### src/rtl/cmac_ctrl.sv
// cmac_ctrl: sequencer that streams operand pairs from the data/weight buffers into cmac,
// hands each accumulated result downstream and clears the accumulator between outputs.
// Ports: clk/rst (async active-high); start + cfg_* job setup; busy/done status;
// d_rd_*/w_rd_* operand buffer reads (1-cycle latency); mac_* cmac interface;
// res_data/res_idx/res_valid/res_ready result handshake.
module cmac_ctrl #(
   parameter int ADDR_W = 10,
   parameter int KLEN_W = 8,
   parameter int OCNT_W = 12
) (
   input  logic              clk,
   input  logic              rst,
   input  logic              start,
   input  logic [KLEN_W-1:0] cfg_klen,
   input  logic [OCNT_W-1:0] cfg_ocnt,
   input  logic [ADDR_W-1:0] cfg_d_base,
   input  logic [ADDR_W-1:0] cfg_d_stride,
   input  logic [ADDR_W-1:0] cfg_w_base,
   output logic              busy,
   output logic              done,
   output logic              d_rd_en,
   output logic [ADDR_W-1:0] d_rd_addr,
   input  logic [15:0]       d_rd_data,
   output logic              w_rd_en,
   output logic [ADDR_W-1:0] w_rd_addr,
   input  logic [15:0]       w_rd_data,
   output logic [15:0]       mac_data,
   output logic [15:0]       mac_weight,
   output logic              mac_data_ready,
   input  logic              mac_data_valid,
   output logic              mac_conv_valid,
   input  logic              mac_conv_ready,
   output logic              mac_rst_acc,
   input  logic [15:0]       mac_result,
   output logic [15:0]       res_data,
   output logic [OCNT_W-1:0] res_idx,
   output logic              res_valid,
   input  logic              res_ready
);
   typedef enum logic [2:0] {S_IDLE, S_FETCH, S_FEED, S_WAIT_RES, S_WRITE, S_CLEAR, S_DONE} state_t;
   state_t r_state, w_next;
   logic [KLEN_W-1:0] r_k, r_klen, w_k_inc;
   logic [OCNT_W-1:0] r_o, r_ocnt, w_o_inc, r_res_idx;
   // r_row tracks d_base + o*d_stride incrementally, avoiding a multiplier
   logic [ADDR_W-1:0] r_row, r_stride, r_w_base;
   logic [15:0]       r_mac_data, r_mac_weight, r_res_data;
   logic              w_feed, w_fetch;
   assign w_k_inc        = r_k + 1'b1;
   assign w_o_inc        = r_o + 1'b1;
   assign w_feed         = r_state == S_FEED;
   assign w_fetch        = r_state == S_FETCH && mac_data_valid;
   assign busy           = r_state != S_IDLE && r_state != S_DONE;
   assign mac_conv_valid = busy;
   assign done           = r_state == S_DONE;
   assign mac_rst_acc    = r_state == S_CLEAR;
   assign res_valid      = r_state == S_WRITE;
   assign mac_data_ready = w_feed;
   assign d_rd_en        = w_fetch;
   assign w_rd_en        = w_fetch;
   assign d_rd_addr      = r_row + ADDR_W'(r_k);
   assign w_rd_addr      = r_w_base + ADDR_W'(r_k);
   // buffer data is live only in FEED; the registered copy holds it afterwards
   assign mac_data       = w_feed ? d_rd_data : r_mac_data;
   assign mac_weight     = w_feed ? w_rd_data : r_mac_weight;
   assign res_data       = r_res_data;
   assign res_idx        = r_res_idx;
   always_comb begin
      w_next = r_state;
      case (r_state)
         S_IDLE:     w_next = !start ? S_IDLE : (cfg_klen == '0 || cfg_ocnt == '0) ? S_DONE : S_FETCH;
         S_FETCH:    w_next = mac_data_valid ? S_FEED : S_FETCH;
         S_FEED:     w_next = (w_k_inc == r_klen) ? S_WAIT_RES : S_FETCH;
         S_WAIT_RES: w_next = mac_conv_ready ? S_WRITE : S_WAIT_RES;
         S_WRITE:    w_next = res_ready ? S_CLEAR : S_WRITE;
         S_CLEAR:    w_next = (w_o_inc == r_ocnt) ? S_DONE : S_FETCH;
         default:    w_next = S_IDLE;
      endcase
   end
   always_ff @(posedge clk or posedge rst) begin
      if (rst) begin
         r_state      <= S_IDLE;
         r_k          <= '0;
         r_klen       <= '0;
         r_o          <= '0;
         r_ocnt       <= '0;
         r_row        <= '0;
         r_stride     <= '0;
         r_w_base     <= '0;
         r_mac_data   <= '0;
         r_mac_weight <= '0;
         r_res_data   <= '0;
         r_res_idx    <= '0;
      end else begin
         r_state <= w_next;
         if (r_state == S_IDLE && start) begin
            r_klen   <= cfg_klen;
            r_ocnt   <= cfg_ocnt;
            r_row    <= cfg_d_base;
            r_stride <= cfg_d_stride;
            r_w_base <= cfg_w_base;
            r_k      <= '0;
            r_o      <= '0;
         end
         if (w_feed) begin
            r_k          <= w_k_inc;
            r_mac_data   <= d_rd_data;
            r_mac_weight <= w_rd_data;
         end
         if (r_state == S_WAIT_RES && mac_conv_ready) begin
            r_res_data <= mac_result;
            r_res_idx  <= r_o;
         end
         if (r_state == S_CLEAR) begin
            r_k   <= '0;
            r_o   <= w_o_inc;
            r_row <= r_row + r_stride;
         end
      end
   end
endmodule

### config.mk
export PLATFORM = sky130hd
export DESIGN_NAME = cmac_ctrl
export DESIGN_NICKNAME = d
export VERILOG_FILES = /design/src/rtl/cmac_ctrl.sv
export SDC_FILE = /design/constraint.sdc
export NUM_CORES = 1
export LEC_CHECK = 0
export BUFFER_PORTS_ARGS = -buffer_cell sky130_fd_sc_hd__clkbuf_2
export CAP_MARGIN = 30
export CORE_ASPECT_RATIO = 0.5
export CORE_MARGIN = 4
export CORE_UTILIZATION = 45
export CTS_CLUSTER_DIAMETER = 120
export DETAILED_ROUTE_END_ITERATION = 8
export PLACE_DENSITY = 0.76
export SYNTH_ARGS = -nofsm -noshare
export SYNTH_HDL_FRONTEND = slang
export SYNTH_SLANG_ARGS = --single-unit
### constraint.sdc
create_clock -name clk -period 5.1 [get_ports clk]
set_clock_uncertainty 0.05 [all_clocks]
set_input_delay 0.255 -clock clk [delete_from_list [all_inputs] [get_ports clk]]
set_output_delay 0.255 -clock clk [all_outputs]
set_load 0.01 [all_outputs]
==> results of run 1 <==
[where the power goes]
group | total [µW] | internal [µW] | switching [µW]
registers | 1770 | 1480 | 293
logic | 2410 | 1010 | 1390
clock network | 1270 | 787 | 485
[synthesized netlist by cell type, types with 3 or more instances]
cell type / n
nand2_1: 263
dfrtp_1: 133
o21ai_0: 40
nor2_1: 39
xnor2_1: 30
mux2_2: 28
ha_1: 27
clkbuf_1: 25
nand3_1: 21
a21oi_1: 20
inv_1: 19
xor2_1: 18
nor2b_1: 13
nor3_1: 12
nor4_1: 8
a31oi_1: 7
buf_2: 7
o211ai_1: 7
and3_1: 6
nand4_1: 6
buf_4: 5
or3_1: 5
o31ai_1: 4
a21boi_0: 3
a21o_1: 3
fa_1: 3
mux2i_1: 3
o21a_1: 3
[logic make-up (layout without fill, tap and decap cells)]
| kind of cell | Yosys count | after routing | share of synthesized area (%) |
|---|---|---|---|
| AND/OR/NAND/NOR | 393 | 393 | 24.3 |
| adder cells (fa/ha/maj) | 30 | 30 | 5.63 |
| buffers and inverters | 57 | 282 | 3.42 |
| XOR/XNOR | 48 | 48 | 5.95 |
| AO/OA/AOI/OAI | 102 | 102 | 8.78 |
| multiplexers | 31 | 31 | 4.88 |
| flip-flops | 133 | 133 | 47.1 |
[layer usage]
layer	GRT usage, %	up-vias
met1	29.1	3074
met3	6.57	35
li1	-	3100
met4	5.81	2
met5	0	-
met2	35.0	222
[final cells by class]
cell class	instances	area share (%)
multi-input combinational	604	38.3
clock inverter	14	1.93
inverter	19	0.807
tap	204	2.79
sequential	133	36.4
timing repair buffer	231	15.0
clock buffer	18	4.80
[layout by cell type, fill, tap and decap left out, types with 7 or more instances in the layout]
| cell | count |
|---|---|
| nand2_1 | 263 |
| clkbuf_2 | 191 |
| dfrtp_1 | 133 |
| o21ai_0 | 40 |
| nor2_1 | 39 |
| dlygate4sd3_1 | 32 |
| xnor2_1 | 30 |
| mux2_2 | 28 |
| ha_1 | 27 |
| nand3_1 | 21 |
| a21oi_1 | 20 |
| inv_1 | 18 |
| xor2_1 | 18 |
| clkbuf_16 | 17 |
| nor2b_1 | 13 |
| nor3_1 | 12 |
| nor4_1 | 8 |
| a31oi_1 | 7 |
| o211ai_1 | 7 |
[per-stage QoR]
stage          hold slack [ps]  instances
6_report                  9.14       1223
5_1_grt                   1.57       1223
4_1_cts                 0.0545       1223
3_5_place_dp               295       1159
3_3_place_gp               397       1157
2_1_floorplan              310        794
[worst register-to-register path: cells and delay by family (launching register included)]
family | cells | cell delay (ps)
AND/OR/NAND/NOR | 3 | 1050
AO/OA/AOI/OAI | 2 | 410
buffers and inverters | 2 | 680
flip-flops | 1 | 560
[sequential cells by signal, indices dropped and copies added (netlist names), 8 cells and up]
signal	flops
res_data	16
r_row	10
r_mac_weight	16
r_k	8
r_mac_data	16
r_ocnt	12
res_idx	12
r_klen	8
r_w_base	10
r_o	12
r_stride	10
[worst paths after layout]
kind                               start             end  slack [ps]  depth (start not counted)
setup / recovery                  r_k[0]    d_rd_addr[8]        2060                         10
hold / removal              d_rd_data[1]   r_mac_data[1]           9                          3
setup reg to reg              r_state[1]          r_o[8]        2280                          7
hold reg to reg            r_mac_data[6]   r_mac_data[6]         420                          2
max in group asynchronous            rst       r_klen[5]        3340                          5
min in group asynchronous            rst  r_mac_data[11]         390                          3
==> impl_metrics.ini, run 1 <==
[synthesis]
syn_area_per_cell_um2 = 8.90
yosysTopAreaCell = dfrtp_1
synth-seq-area-share_pct = 47.1
ys_seq_elements = 133
synth_cell_types = 55
synth_edf_count = 0
netlist_area_um2 = 7070
synth.top_cell.area_share_pct = 47.1
syn_inst = 794
synthFlopType = dfrtp_1
synth_area_leaders = dfrtp_1, nand2_1, ha_1
async_flop_share_pct = 100
syn_nets = 928
yosysWarnings = 0

[worst_setup_path]
cp_slowest_stage_delay_ps = 470
path_buf_inv = 2
cp_common_cell = o21ai_0
worstSetupPathType = flip-flop to output pin
crit_fanout = 7
crit_chain = ha_1, inv_1, fa_1, nor2b_1, o21ai_0, a21boi_0, o21ai_0, a21oi_1, xor2_1, clkbuf_2
crit_arrival_ps = 2740
cp-start-kind = flip-flop
end_kind = output pin
cp_data_required_time_ps = 4800
cpMaxStageDelayCell = dfrtp_1
crit_family = compound AO/OA/AOI/OAI gates

[drt]
vias = 6433
dr.max_layer_used = met5
wl_per_cell_um = 15.6
wl_mm = 19.0
drt_iter0_markers = 383
drc = 0
dr.pass1.iters = 5
viasPerCell = 5.26
met3_length_mm = 1.41
wl_met1_mm = 8.18
antenna_left = 0
met2WireLength_mm = 9.08

[power_and_ir_drop]
p_leak_uw = 0.00472
vdd_drop_max_mv = 0.307
power_uw = 5450
p_per_area_nw_per_um2 = 596

[floorplan]
coreArea_um2 = 15400
die_x_um = 185
die-height_um = 96.6
dieArea_um2 = 17900
initial_utilization_pct = 45.9
ios = 192
rows = 32

[final_layout]
multiInputGateArea_um2 = 3510
post-route-util_pct = 59.4
layout-drive-gt1-share_pct = 26.2
num-nets-final = 1140
nFillCells = 1288
syn_to_final_growth_pct = 29.4
seq_area_um2 = 3330
fin_area_um2 = 9150
n_antenna_cell = 0

[hold_path]
hold_class = primary input to flip-flop

[placement]
gp_congestion = 0.829
dpl.hpwl_mm = 13.6
dp_slack_ps = 2430
placement.io_buffers = 191
post_dp_cell_area_um2 = 8210

[grt]
grt_first_pass_wirelength_mm = 32.1
track_usage_pct = 21.9
antenna_found_initial = 1
gr-total-overflow = 0
grt_max_degree = 48
grt_pass1_vias = 6568

[cts]
root_buffer = clkbuf_16
cts_htree_levels = 4
path_clk_slew_ps = 60
tritoncts.num_buffers = 17
clock_path_buffers = 2
cts_hold_buffers = 32
clkLatencyLatePin_ps = 410
cts_resized = 0
cts_num_sinks = 133
cts_setup_buffers = 0
cts_tree = built

[sta]
drv_slew = 0
period_share_pct = 59.7
fmax_ghz = 0.328
rsz0062_at_grt = false
tightestPinTransition_ps = 1010
relSlewSlack_pct = 32.7
fin_crit_ps = 3040
fin_tns_setup_ps = 0
setup_violations = 0
layout_setup_ws_ps = 2060
finalHoldViolCount = 0

[status]
run_status = finished clean

[flow_run]
drv_cap = 0
No activity file was read; power rests on OpenSTA's default activity.
==> run 2, diff against run 1 <==
==> constraint.sdc (replaced) <==
create_clock -name clk -period 3.2 [get_ports clk]
set_clock_uncertainty 0.05 [all_clocks]
set_input_delay 0.16 -clock clk [delete_from_list [all_inputs] [get_ports clk]]
set_output_delay 0.16 -clock clk [all_outputs]
set_load 0.01 [all_outputs]
==> run 2 against run 1 <==
Power is 61% higher. Final cell count grew 5.2%. Non-clock buffer count grew 63. Sequential share of layout area decreased by 2.2 points. Register-to-register slack worse by 1400 ps. Die area stayed put. Sequential power increased by 60%. Global-route usage rose by 1.7 points. Wire length rose by 7.7%. Worst setup slack lost 1800 ps. Flip-flop and latch count unchanged. Via count up 4.8%. Largest power group unchanged.
==> impl_metrics.ini, run 2 (synthesis gave the netlist of run 1 again) <==
[worst_setup_path]
worstSetupPathType = flip-flop to output pin
cp-start-kind = flip-flop
cpMaxStageDelayCell = dfrtp_1
end_kind = output pin
cp_common_cell = o21ai_0
cp_data_required_time_ps = 2990
crit_fanout = 7
path_buf_inv = 2
crit_chain = ha_1, inv_1, fa_1, nor2b_1, o21ai_0, a21boi_0, o21ai_0, a21oi_1, xor2_1, clkbuf_2
crit_family = compound AO/OA/AOI/OAI gates
cp_slowest_stage_delay_ps = 480
crit_arrival_ps = 2750

[placement]
gp_congestion = 0.903
dpl.hpwl_mm = 13.5
placement.io_buffers = 191

[sta]
fmax_ghz = 0.338
finalHoldViolCount = 0
drv_slew = 0
rsz0062_at_grt = false
fin_tns_setup_ps = 0
relSlewSlack_pct = 52.3
period_share_pct = 92.5
tightestPinTransition_ps = 710
fin_crit_ps = 2960
setup_violations = 0

[final_layout]
layout_commonest_cell = nand2_1
num-nets-final = 1203
syn_to_final_growth_pct = 37.8
nFillCells = 1242
final_cell_mix = nand2_1, clkbuf_2, dfrtp_1, dlygate4sd3_1, o21ai_0
multiInputGateArea_um2 = 3510
layout-drive-gt1-share_pct = 24.8
n_antenna_cell = 0
seq_area_um2 = 3330

[grt]
busiest_layer = met2
grtUsageMet1_pct = 30.7
grt_max_degree = 134
gr-usage-met3_pct = 5.18
track_usage_pct = 23.6
grt_first_pass_wirelength_mm = 34.3
globalRouteMet2Util_pct = 38.8
grt_pass1_vias = 7029
antenna_found_initial = 0
gr-total-overflow = 0

[drt]
drt_iter0_markers = 416
wl_per_cell_um = 15.9
drc = 0
antenna_left = 0
vias = 6744
wl_mm = 20.5
viasPerCell = 5.24
dr.pass1.iters = 5

[floorplan]
die_x_um = 185
die-height_um = 96.6
ios = 192
rows = 32
initial_utilization_pct = 45.9
dieArea_um2 = 17900
coreArea_um2 = 15400

[cts]
tritoncts.num_buffers = 17
cts_num_sinks = 133
root_buffer = clkbuf_16
clock_path_buffers = 2
cts_htree_levels = 4
clkLatencyLatePin_ps = 410
cts_setup_buffers = 0
cts_tree = built
path_clk_slew_ps = 70

[power_and_ir_drop]
p_per_area_nw_per_um2 = 901
vdd_drop_max_mv = 0.537
p_leak_uw = 0.00496
power_uw = 8780

[status]
run_status = finished clean

[flow_run]
drv_cap = 0

[hold_path]
hold_class = primary input to flip-flop
run 2: cell type report:
type	count	area share, %
Multi-Input combinational cell	604	36.0
Sequential cell	133	34.2
Clock inverter	15	1.73
Clock buffer	17	4.37
Inverter	19	0.771
Tap cell	204	2.62
Timing Repair Buffer	294	20.3
run 2: final timing paths:
check,slack [ps],endpoint,start,depth (start not counted)
max,240,d_rd_addr[8],r_k[0],10
min,20,r_row[3],cfg_d_base[3],3
max reg2reg,870,r_state[2],r_o[0],7
min reg2reg,420,r_mac_weight[3],r_mac_weight[3],2
max in group asynchronous,2110,r_k[5],rst,4
min in group asynchronous,480,r_mac_data[4],rst,4
run 2: power breakdown:
group | switching (µW) | total [µW] | internal, µW
Combinational | 2300 | 3970 | 1670
Clock | 799 | 1970 | 1170
Sequential | 480 | 2840 | 2360
Total | 3580 | 8780 | 5200
run 2: per-stage QoR:
stage | hold slack (ps) | instance area, µm² | setup slack, ps | std cells | utilization [%]
6_report | 20.6 | 9740 | 241 | 1286 | 63.2
5_1_grt | 52.2 | 9740 | 17.2 | 1286 | 63.2
4_1_cts | 5.13 | 9740 | 253 | 1286 | 63.2
3_5_place_dp | 305 | 8210 | 715 | 1160 | 53.2
3_3_place_gp | 302 | 8200 | 797 | 1159 | 53.2
2_1_floorplan | 215 | 7070 | 1030 | 794 | -
run 2: routing by layer:
| layer | vias up | routed length, µm |
|---|---|---|
| met1 | 3241 | 8870 |
| met2 | 242 | 9920 |
| met5 | - | 0 |
| met3 | 42 | 1260 |
| met4 | 0 | 444 |
| li1 | 3219 | - |
run 2: repair_timing:
item                      4_1_cts  5_1_grt
resized for setup               0        0
hold buffers                   94        0
hold endpoints to repair      226        0
run 2: worst min-delay path, stage by stage:
cell      delay [ps]
clkbuf_2          80
mux2i_1           60
o21ai_0          140
==> run 3, diff against run 2 <==
--- a/config.mk
+++ b/config.mk
@@ -7,12 +7,14 @@
 export LEC_CHECK = 0
 export BUFFER_PORTS_ARGS = -buffer_cell sky130_fd_sc_hd__clkbuf_2
 export CAP_MARGIN = 30
+export CELL_PAD_IN_SITES_DETAIL_PLACEMENT = 0
+export CELL_PAD_IN_SITES_GLOBAL_PLACEMENT = 1
 export CORE_ASPECT_RATIO = 0.5
 export CORE_MARGIN = 4
-export CORE_UTILIZATION = 45
+export CORE_UTILIZATION = 39
 export CTS_CLUSTER_DIAMETER = 120
 export DETAILED_ROUTE_END_ITERATION = 8
-export PLACE_DENSITY = 0.76
+export PLACE_DENSITY = 0.86
 export SYNTH_ARGS = -nofsm -noshare
 export SYNTH_HDL_FRONTEND = slang
 export SYNTH_SLANG_ARGS = --single-unit
==> run 3 against run 2 <==
Fmax grew 3.0%. Clock-buffer cell count grew 1. Wire length shrank 2.7%. Worst setup slack gained 86 ps. Sequential share of layout area shrank 0.15 points. Final cell count grew 2.5%. Combinational power shrank 2%. Flip-flop and latch count is the same. Non-clock buffer count grew 3. Critical path depth is the same.
==> impl_metrics.ini, run 3 (synthesis gave the netlist of run 1 again) <==
[placement]
post_dp_cell_area_um2 = 8270
gp_congestion = 0.845
placement.io_buffers = 191
dpl.hpwl_mm = 13.7

[cts]
cts_tree = built
cts_htree_levels = 4
cts_resized = 0
clock_path_buffers = 2
clkLatencyLatePin_ps = 420
path_clk_slew_ps = 60
tritoncts.num_buffers = 17
cts_num_sinks = 133
root_buffer = clkbuf_16

[worst_setup_path]
crit_chain = ha_1, inv_1, fa_1, nor2b_1, o21ai_0, a21boi_0, o21ai_0, a21oi_1, xor2_1, clkbuf_2
cp_common_cell = o21ai_0
crit_family = compound AO/OA/AOI/OAI gates
rrSetupSlack_ps = 830
r2r_cells = 7
crit_fanout = 7
end_kind = output pin
cpMaxStageDelayCell = dfrtp_1
crit_arrival_ps = 2660
r2r_end = r_state[2]
cp_data_required_time_ps = 2990
cp-start-kind = flip-flop
worstSetupPathType = flip-flop to output pin
path_buf_inv = 2
r2r_start = r_o[0]
cp_slowest_stage_delay_ps = 460

[floorplan]
coreArea_um2 = 17600
die_x_um = 198
ios = 192
initial_utilization_pct = 40.2
rows = 34
dieArea_um2 = 20500
die-height_um = 103

[power_and_ir_drop]
p_per_area_nw_per_um2 = 886
power_uw = 8670
vdd_drop_max_mv = 0.435
p_leak_uw = 0.00496

[hold_path]
min_to = r_row[3]
hold_depth = 3
hold_class = primary input to flip-flop
min_from = cfg_d_base[3]

[grt]
antenna_found_initial = 0
gr-total-overflow = 0
grt_pass1_vias = 6587
grt_first_pass_wirelength_mm = 32.7
grt_max_degree = 134
track_usage_pct = 19.8

[drt]
viasPerCell = 4.93
wl_mm = 19.9
drt_iter0_markers = 316
wl_per_cell_um = 15.1
dr.pass1.iters = 4
drc = 0
vias = 6494
antenna_left = 0

[final_layout]
syn_to_final_growth_pct = 38.4
final_cell_mix = nand2_1, clkbuf_2, dfrtp_1, dlygate4sd3_1, o21ai_0
fin_area_um2 = 9780
num-nets-final = 1206
n_antenna_cell = 0
layout-drive-gt1-share_pct = 24.8
layout_commonest_cell = nand2_1

[sta]
relSlewSlack_pct = 50.0
fin_crit_ps = 2870
drv_slew = 0
finalHoldViolCount = 0
setup_violations = 0
period_share_pct = 89.8
fmax_ghz = 0.348
tightestPinTransition_ps = 749
rsz0062_at_grt = false
fin_tns_setup_ps = 0

[flow_run]
drv_cap = 0

[status]
run_status = finished clean
==> run 3: changes by cell type in the layout (fill, tap and decap cells not counted), sizes merged <==
cell	previous run	this run
inv	25	23
clkbuf	208	209
clkinv	3	2
buf	9	12
clkinvlp	4	5
==> run 3: layout make-up <==
cell class | count | area [µm²]
Tap cell | 234 | 293
Multi-Input combinational cell | 604 | 3510
Fill cell | 1575 | 7780
Inverter | 19 | 75.1
Sequential cell | 133 | 3330
Clock inverter | 13 | 148
Timing Repair Buffer | 297 | 2000
Clock buffer | 18 | 429
==> run 3: layer usage <==
| metal | vias to the layer above | global-route usage (%) | share of wire [%] |
|---|---|---|---|
| met5 | - | 0 | 0 |
| met4 | 0 | 4.02 | 0.84 |
| met3 | 17 | 4.43 | 5.1 |
| met2 | 142 | 35.1 | 50 |
| met1 | 3129 | 25.5 | 45 |
| li1 | 3206 | - | - |
==> run 3: worst max-delay path by stage <==
stage                     startpoint            to  slack, ps  depth (start not counted)
after detailed placement      r_k[0]  d_rd_addr[8]        750                         10
final                         r_k[0]  d_rd_addr[8]        330                         10
after global routing          r_k[0]  d_rd_addr[8]         50                         10
after global placement        r_k[0]  d_rd_addr[8]        800                         10
after floorplan               r_k[0]  w_rd_addr[8]       1030                          9
after CTS                     r_k[0]  w_rd_addr[8]        300                         10
==> run 3: worst register-to-register path: cells and delay by family, from the launching register on <==
| kind | cells | cell delay (ps) |
|---|---|---|
| flip-flops | 1 | 500 |
| AND/OR/NAND/NOR | 4 | 1120 |
| adder cells (fa/ha/maj) | 1 | 370 |
| AO/OA/AOI/OAI | 2 | 230 |
==> run 3: repair_timing <==
item | 4_1_cts | 5_1_grt
hold endpoints to repair | 226 | 0
buffers inserted | 0 | 0
hold buffers | 94 | 0
==> run 3: through the flow <==
| stage | setup WS, ps | util [%] | hold slack [ps] | std cells |
|---|---|---|---|---|
| after floorplan | 1030 | - | 215 | 794 |
| after global routing | 48.8 | 55.7 | 41.5 | 1318 |
| final | 326 | 55.7 | 29.5 | 1318 |
| after detailed placement | 752 | 47.1 | 306 | 1193 |
| after CTS | 302 | 55.7 | 5.97 | 1318 |
| after global placement | 797 | 47.0 | 303 | 1192 |
==> run 3: report_power, final <==
group / switching [µW] / internal (µW)
clock network: 795 / 1160
registers: 462 / 2360
logic: 2220 / 1690
total: 3480 / 5200
